$ cat src/rtl/decode_stage.sv
// ID stage of a 5-stage MIPS-style pipeline: decode, register file, hazard detection,
// early branch/jump resolution and the ID/EX pipeline register.
module decode_stage #(
  parameter int NB_BITS = 32,
  parameter int NB_REG  = 5
) (
  input  logic               i_clk,
  input  logic               i_rst,
  input  logic [NB_BITS-1:0] i_if_id_pc,
  input  logic [NB_BITS-1:0] i_if_id_instr,
  input  logic               i_wb_we,
  input  logic [NB_REG-1:0]  i_wb_addr,
  input  logic [NB_BITS-1:0] i_wb_data,
  input  logic               i_ex_mem_reg_write,
  input  logic [NB_REG-1:0]  i_ex_mem_wr_addr,
  output logic [NB_BITS-1:0] o_brq_addr,
  output logic [NB_BITS-1:0] o_jmp_addr,
  output logic               o_ctr_beq,
  output logic               o_ctr_jmp,
  output logic               o_ctr_flush,
  output logic               o_pc_we,
  output logic               o_if_id_we,
  output logic [NB_BITS-1:0] o_id_ex_pc,
  output logic [NB_BITS-1:0] o_id_ex_rs_data,
  output logic [NB_BITS-1:0] o_id_ex_rt_data,
  output logic [NB_BITS-1:0] o_id_ex_imm,
  output logic [NB_REG-1:0]  o_id_ex_rs,
  output logic [NB_REG-1:0]  o_id_ex_rt,
  output logic [NB_REG-1:0]  o_id_ex_rd,
  output logic [5:0]         o_id_ex_op,
  output logic [5:0]         o_id_ex_ctrl
);

  localparam int NREGS = 2 ** NB_REG;

  localparam logic [5:0] OP_R    = 6'h00;
  localparam logic [5:0] OP_ADDI = 6'h08;
  localparam logic [5:0] OP_LW   = 6'h23;
  localparam logic [5:0] OP_SW   = 6'h2B;
  localparam logic [5:0] OP_BEQ  = 6'h04;
  localparam logic [5:0] OP_BNE  = 6'h05;
  localparam logic [5:0] OP_J    = 6'h02;

  // ctrl bits: reg_write, mem_read, mem_write, mem_to_reg, alu_src, reg_dst
  localparam logic [5:0] CTRL_R    = 6'b100001;
  localparam logic [5:0] CTRL_ADDI = 6'b100010;
  localparam logic [5:0] CTRL_LW   = 6'b110110;
  localparam logic [5:0] CTRL_SW   = 6'b001010;

  function automatic logic signed [NB_BITS-1:0] sext16(input logic [15:0] v);
    sext16 = {{(NB_BITS-16){v[15]}}, v};
  endfunction

  logic [NB_BITS-1:0] rf [NREGS];

  logic [5:0]                op;
  logic [NB_REG-1:0]         rs, rt, rd;
  logic signed [NB_BITS-1:0] imm_ext;
  logic [5:0]                ctrl;
  logic                      is_beq, is_bne, is_j, uses_rt;
  logic [NB_BITS-1:0]        rs_data, rt_data;
  logic [NB_REG-1:0]         ex_dst;
  logic                      load_use, br_stall, stall, taken;

  logic [NB_BITS-1:0] id_ex_pc_p1, id_ex_rs_data_p1, id_ex_rt_data_p1, id_ex_imm_p1;
  logic [NB_REG-1:0]  id_ex_rs_p1, id_ex_rt_p1, id_ex_rd_p1;
  logic [5:0]         id_ex_op_p1, id_ex_ctrl_p1;

  assign op      = i_if_id_instr[31:26];
  assign rs      = i_if_id_instr[21 +: NB_REG];
  assign rt      = i_if_id_instr[16 +: NB_REG];
  assign rd      = i_if_id_instr[11 +: NB_REG];
  assign imm_ext = sext16(i_if_id_instr[15:0]);

  always_comb begin
    ctrl    = '0;
    is_beq  = 1'b0;
    is_bne  = 1'b0;
    is_j    = 1'b0;
    uses_rt = 1'b0;
    case (op)
      OP_R:    begin ctrl = CTRL_R;  uses_rt = 1'b1; end
      OP_ADDI: ctrl = CTRL_ADDI;
      OP_LW:   ctrl = CTRL_LW;
      OP_SW:   begin ctrl = CTRL_SW; uses_rt = 1'b1; end
      OP_BEQ:  begin is_beq = 1'b1;  uses_rt = 1'b1; end
      OP_BNE:  begin is_bne = 1'b1;  uses_rt = 1'b1; end
      OP_J:    is_j = 1'b1;
      default: ctrl = '0;
    endcase
  end

  // Register reads forward the WB write of the same cycle
  always_comb begin
    rs_data = '0;
    rt_data = '0;
    if (rs != '0)
      rs_data = (i_wb_we && i_wb_addr == rs) ? i_wb_data : rf[rs];
    if (rt != '0)
      rt_data = (i_wb_we && i_wb_addr == rt) ? i_wb_data : rf[rt];
  end

  always_ff @(posedge i_clk) begin
    if (i_rst) begin
      for (int i = 0; i < NREGS; i++) rf[i] <= '0;
    end else if (i_wb_we && i_wb_addr != '0) begin
      rf[i_wb_addr] <= i_wb_data;
    end
  end

  assign ex_dst = id_ex_ctrl_p1[0] ? id_ex_rd_p1 : id_ex_rt_p1;

  // j carries target bits in the rs field, so it is excluded from load-use
  always_comb begin
    load_use = id_ex_ctrl_p1[4] && (id_ex_rt_p1 != '0) && !is_j &&
               ((id_ex_rt_p1 == rs) || (uses_rt && id_ex_rt_p1 == rt));
    br_stall = (is_beq || is_bne) && (
      ((rs != '0) && ((id_ex_ctrl_p1[5] && rs == ex_dst) ||
                      (i_ex_mem_reg_write && rs == i_ex_mem_wr_addr))) ||
      ((rt != '0) && ((id_ex_ctrl_p1[5] && rt == ex_dst) ||
                      (i_ex_mem_reg_write && rt == i_ex_mem_wr_addr))));
    stall    = !i_rst && (load_use || br_stall);
    taken    = (is_beq && rs_data == rt_data) || (is_bne && rs_data != rt_data);
  end

  always_comb begin
    o_jmp_addr       = i_if_id_pc;
    o_jmp_addr[27:0] = {i_if_id_instr[25:0], 2'b00};
  end

  assign o_brq_addr  = i_if_id_pc + $unsigned(imm_ext <<< 2);
  assign o_ctr_beq   = !i_rst && !stall && taken;
  assign o_ctr_jmp   = !i_rst && !stall && is_j;
  assign o_ctr_flush = o_ctr_beq || o_ctr_jmp;
  assign o_pc_we     = !stall;
  assign o_if_id_we  = !stall;

  // ID -> EX boundary; a stall loads an all-zero bubble
  always_ff @(posedge i_clk) begin
    if (i_rst || stall) begin
      id_ex_pc_p1      <= '0;
      id_ex_rs_data_p1 <= '0;
      id_ex_rt_data_p1 <= '0;
      id_ex_imm_p1     <= '0;
      id_ex_rs_p1      <= '0;
      id_ex_rt_p1      <= '0;
      id_ex_rd_p1      <= '0;
      id_ex_op_p1      <= '0;
      id_ex_ctrl_p1    <= '0;
    end else begin
      id_ex_pc_p1      <= i_if_id_pc;
      id_ex_rs_data_p1 <= rs_data;
      id_ex_rt_data_p1 <= rt_data;
      id_ex_imm_p1     <= $unsigned(imm_ext);
      id_ex_rs_p1      <= rs;
      id_ex_rt_p1      <= rt;
      id_ex_rd_p1      <= rd;
      id_ex_op_p1      <= op;
      id_ex_ctrl_p1    <= ctrl;
    end
  end

  assign o_id_ex_pc      = id_ex_pc_p1;
  assign o_id_ex_rs_data = id_ex_rs_data_p1;
  assign o_id_ex_rt_data = id_ex_rt_data_p1;
  assign o_id_ex_imm     = id_ex_imm_p1;
  assign o_id_ex_rs      = id_ex_rs_p1;
  assign o_id_ex_rt      = id_ex_rt_p1;
  assign o_id_ex_rd      = id_ex_rd_p1;
  assign o_id_ex_op      = id_ex_op_p1;
  assign o_id_ex_ctrl    = id_ex_ctrl_p1;

endmodule

$ cat config.mk
export PLATFORM = sky130hd
export DESIGN_NAME = decode_stage
export DESIGN_NICKNAME = d
export VERILOG_FILES = /design/src/rtl/decode_stage.sv
export SDC_FILE = /design/constraint.sdc
export NUM_CORES = 2
export LEC_CHECK = 0
export BUFFER_PORTS_ARGS = -buffer_cell sky130_fd_sc_hd__buf_4
export CAP_MARGIN = 5
export CORE_UTILIZATION = 45
export CTS_CLUSTER_DIAMETER = 150
export DETAILED_ROUTE_END_ITERATION = 10
export SLEW_MARGIN = 25
export SYNTH_ARGS = -nofsm -noshare
export SYNTH_HDL_FRONTEND = slang
export SYNTH_SLANG_ARGS = --single-unit
export TNS_END_PERCENT = 10
$ cat constraint.sdc
create_clock -name i_clk -period 4.28 [get_ports i_clk]
set_clock_uncertainty 0.05 [all_clocks]
set_input_delay 0.642 -clock i_clk [delete_from_list [all_inputs] [get_ports i_clk]]
set_output_delay 0.642 -clock i_clk [all_outputs]
set_load 0.02 [all_outputs]
==> results.md <==
Outcome:
- The flow ran to the end, but the final reports show violations.
- The checks that failed: setup timing.

Floorplan:
- The total I/O pin count is 334.
- The floorplan step defined a die boundary enclosing 139000 um^2.
- In this run the core area contains 135 standard-cell rows.
- The placeable core region is 136000 um^2.
- The initial cell density of the core is 0.456.
- The floorplan step set the die width to 373 um.
- The vertical die dimension is 373 um.

Clock network:
- The clock-pin slew of the registers on the worst-case setup and hold paths is 60 ps.
- No sink is reached through more buffers than the 3 on the longest clock path.
- The root buffer cell is sky130_fd_sc_hd__clkbuf_16.
- Clock tree synthesis inserted a total of 133 buffers.
- The clock latency at the later pin of the worst-skew pair is 790 ps.
- CTS saw 1157 sinks.
- TritonCTS built the clock tree.
- The H-tree was split into 4 levels.

Yosys:
- Of the synthesized area, sequential elements account for 0.538.
- Of the total synthesized cell area, the portion taken by full adders, half adders and majority gates is 0.00617.
- The portion of netlist area occupied by mux cells is 0.211.
- The synthesized area per cell is 14.2 um^2.
- Of the total synthesized cell area, the portion taken by AND, OR, NAND and NOR gates is 0.144.
- The number of different library cells used by synthesis comes to 87.
- The number of cells produced by synthesis is 4367.
- The dominant combinational cell family by area after synthesis is multiplexers.
- The xor and xnor area share after synthesis is 0.0127.
- In the synthesized netlist the dominant register cell turns out to be sky130_fd_sc_hd__edfxtp_1.
- The proportion of netlist area held by the largest area contributor is 0.495.
- In the post-synthesis netlist, the cell with the most instances is sky130_fd_sc_hd__and2_1.
- The synthesized design contains 1024 enable-type register cells.
- The fraction of registers with async set or reset after synthesis is 0.
- The library cell with the largest summed area after synthesis is sky130_fd_sc_hd__edfxtp_1.
- The mapped netlist covers 62100 um^2.
- The post-synthesis compound-gate area fraction came to 0.0449.
- After synthesis, the most frequently instantiated cells are 1038 x sky130_fd_sc_hd__and2_1, 1024 x sky130_fd_sc_hd__edfxtp_1, 481 x sky130_fd_sc_hd__mux4_2.
- The synthesis-stage register bit count is 1157.
- During synthesis, Yosys emitted a total of 0 warnings.
- Ranked by total cell area, the synthesized netlist is headed by sky130_fd_sc_hd__edfxtp_1 50%, sky130_fd_sc_hd__mux4_2 17%, sky130_fd_sc_hd__and2_1 10%.

Timing:
- The post-route setup TNS is -2140 ps.
- The post-route clock period utilization is 1.26.
- The number of pins with negative max-slew slack in the final report is 0.
- The worst pin sits at a relative slew slack of 0.315.
- The number of setup violations in the final report is 2.
- The number of failing hold endpoints at the final stage was 0.
- Subtracting the final worst setup slack from the clock period gives 5380 ps.
- In the post-route analysis, the smallest setup slack over all paths is -1100 ps.
- Setup repair after global routing could not meet its margin everywhere.
- At the pin with the least slew margin, the transition time is 1020 ps.
- The fmax is 0.186 GHz.

Cells and area:
- Relative to the synthesized area, the layout overhead comes to 20.5%.
- The filler cells instantiated in the layout total 11100.
- The post-layout net count is 5151.
- Of the cells placed in the final design, the portion with a size suffix greater than 1 is 0.346.
- After routing the design area is 74800 um^2.

Critical path:
- The critical path class is register to primary output.
- The endpoint of the worst-slack reg-to-reg timing path is o_id_ex_rt_data[30].
- For the worst setup path, the data arrival time is 4680 ps.
- For the worst setup path, the data required time is 3590 ps.
- Walking the worst path, the cells encountered are mux4_4 -> mux4_2 -> o211ai_1 -> o221a_2 -> a21oi_2 -> nor4b_2 -> buf_4 -> nand4_1 -> buf_6 -> nor4_4 -> buf_4 -> a21oi_2 -> or3_4 -> buf_6.
- The startpoint identified for the worst register-to-register timing path is o_id_ex_ctrl[0].
- For the worst flop-to-flop path, the logic depth is 11.
- The critical-path cell with the highest stage delay is sky130_fd_sc_hd__mux4_4.
- The critical path contains buffers and inverters numbering 4 combined.
- The endpoint kind of the worst setup timing path is a primary output.
- The worst setup path is launched from a register.
- The worst register-to-register path has a setup slack of 1260 ps.
- In this design, the stage delay of the slowest critical-path cell is 600 ps.
- The cell type group with the largest total delay on the critical path is simple AND/OR/NAND/NOR gates.
- In this run the worst path has a maximum fanout of 2.

Global route:
- Entering global routing, the biggest net connects 51 pins.
- The number of antenna violations at the first check in global routing is 20.
- The number of global-route vias before repair is 43500.
- The total overflow reported by the global router is 0.
- The overall global routing resource usage is 0.347.
- The first-pass GRT wire length is 338 mm.

Power and ir drop:
- The share of power burned in combinational logic is 0.166.
- For this design the ratio of total power to cell area is 396 nW/um^2.
- VDD sags by at most 0.000275 V.
- The switching part of the total is 0.267.
- The share of total power dissipated in sequential elements is 0.448.
- The design internal power is 21.7 mW.
- The share of total power dissipated in the clock network is 0.386.
- The analysis attributes to net switching a power of 7.91 mW.
- The total leakage power is 27.8 nW.

Routing:
- The routed via count is 44400.
- In the routed layout, each cell is associated on average with a via count of 6.42.
- For this block, the routed nets add up to 244 mm of wire.
- The count of TritonRoute iterations in the first routing pass is 6.
- The detailed router finished its first iteration with 6782 violations.
- In this run the remaining antenna-violating nets after routing total 0.
- The post-route DRC violation count is 0.
- Dividing the detail-routed wire length by the instance count gives 35.3 um.

Flow run:
- The count of max-cap constraint violations is 0.

Placement:
- In this run the cell area measured after placement is 70200 um^2.
- The pre-CTS setup slack is -1750 ps.
- The congestion estimate from routability-driven global placement came to 0.924.
- The total of buffers placed on input and output ports is 331.
- The HPWL after detailed placement is 158 mm.

Min path:
- The class of the most critical hold timing path is primary input to register.
- The worst hold path was traced through 2 stages.
- The worst hold path begins at i_if_id_pc[10].
- The destination of the worst hold path is o_id_ex_pc[10].
==> sequential cells by signal, summed over array words and instances, names as in the netlist <==
| name | cells |
|---|---|
| o_id_ex_op | 6 |
| o_id_ex_pc | 32 |
| o_id_ex_imm | 16 |
| o_id_ex_rt_data | 32 |
| o_id_ex_rs_data | 32 |
| o_id_ex_rs | 5 |
| o_id_ex_rt | 5 |
| o_id_ex_ctrl | 5 |
| rf | 1024 |
==> cell usage in the layout, fill, tap and decap left out, drive strengths merged, types with 17 or more instances in the layout <==
master,n
inv,27
a211oi,32
nor2b,20
edfxtp,1024
a21oi,60
mux4,492
conb,34
or2,41
and3,24
dfxtp,133
ha,29
a22oi,27
a221oi,17
a22o,27
clkinv,48
nand3,21
and2,1038
mux2,46
clkbuf,182
xor2,42
nor2,150
o211ai,23
nor3,68
o22ai,47
nand2,71
mux2i,143
xnor2,48
buf,936
o21ai,53
==> logic make-up after synthesis <==
| kind of cell | count (synthesis) |
|---|---|
| AO/OA/AOI/OAI | 392 |
| AND/OR/NAND/NOR | 1522 |
| buffers and inverters | 494 |
| adder cells (fa/ha/maj) | 30 |
| XOR/XNOR | 90 |
| flip-flops | 1157 |
| other | 1 |
| multiplexers | 681 |
==> power by group through the flow <==
stage,Clock (mW),Combinational [mW],Sequential (mW)
after floorplan,0,2.49,13.5
after global placement,0,4.75,13.4
after detailed placement,0,4.77,13.5
after CTS,11.5,4.81,13.2
after global routing,11.9,5.05,13.3
final,11.4,4.90,13.3
==> area by class of cell <==
cell class / count / area, um^2 / share of cell area
inverters: 21 / 81.3 / 0.00109
multi-input cells: 2749 / 26500 / 0.354
clock inverters: 59 / 447 / 0.00597
well taps: 1781 / 2230 / 0.0298
diodes: 9 / 22.5 / 0.000301
repair buffers: 949 / 8240 / 0.110
flip-flops and latches: 1157 / 33400 / 0.447
clock buffers: 182 / 3870 / 0.0517
==> per-stage QoR <==
step	hold WS (ps)	std cells	total power, mW	utilization
2_1_floorplan	670	4400	16.0	-
3_3_place_gp	808	6642	18.2	0.515
3_5_place_dp	812	6642	18.2	0.515
4_1_cts	0.682	6898	29.6	0.549
5_1_grt	24.7	6898	30.3	0.549
6_report	40.2	6907	29.6	0.549
==> worst reg2reg max path: cells and delay by family, from the launching register on <==
kind                      cells  cell delay (ps)
buffers and inverters         3              710
and+or+nand+nor               3              700
DFF                           1              540
AOI/OAI and AO/OA             3              460
muxes                         1              360
xor gates and xnor gates      1              110
==> per-layer routing <==
metal	GRT usage	wire length (um)	vias up
li1	-	-	17800
met4	0.176	13500	10
met5	0	74	-
met1	0.461	92000	22700
met2	0.536	111000	3239
met3	0.0811	27600	632
==> repair_timing <==
action | in CTS | in global routing
setup endpoints to repair | 4 | 10
setup buffers | 2 | 0
gates resized for setup | 15 | 12
hold endpoints to repair | 13 | 0
pin swaps | 6 | 2
hold buffers | 13 | 0
==> how the worst max path moves through the flow <==
stage,cells past startpoint,slack (ps),startpoint,endpoint
after floorplan,13,1,i_if_id_instr[22],o_ctr_flush
after global placement,15,-1730,i_if_id_instr[16],o_ctr_flush
after detailed placement,15,-1750,i_if_id_instr[16],o_ctr_flush
after CTS,14,-1110,rf[10][18],o_ctr_flush
after global routing,14,-1150,rf[11][18],o_ctr_flush
final,14,-1100,rf[10][18],o_ctr_flush
(Power assumes the default switching activity.)
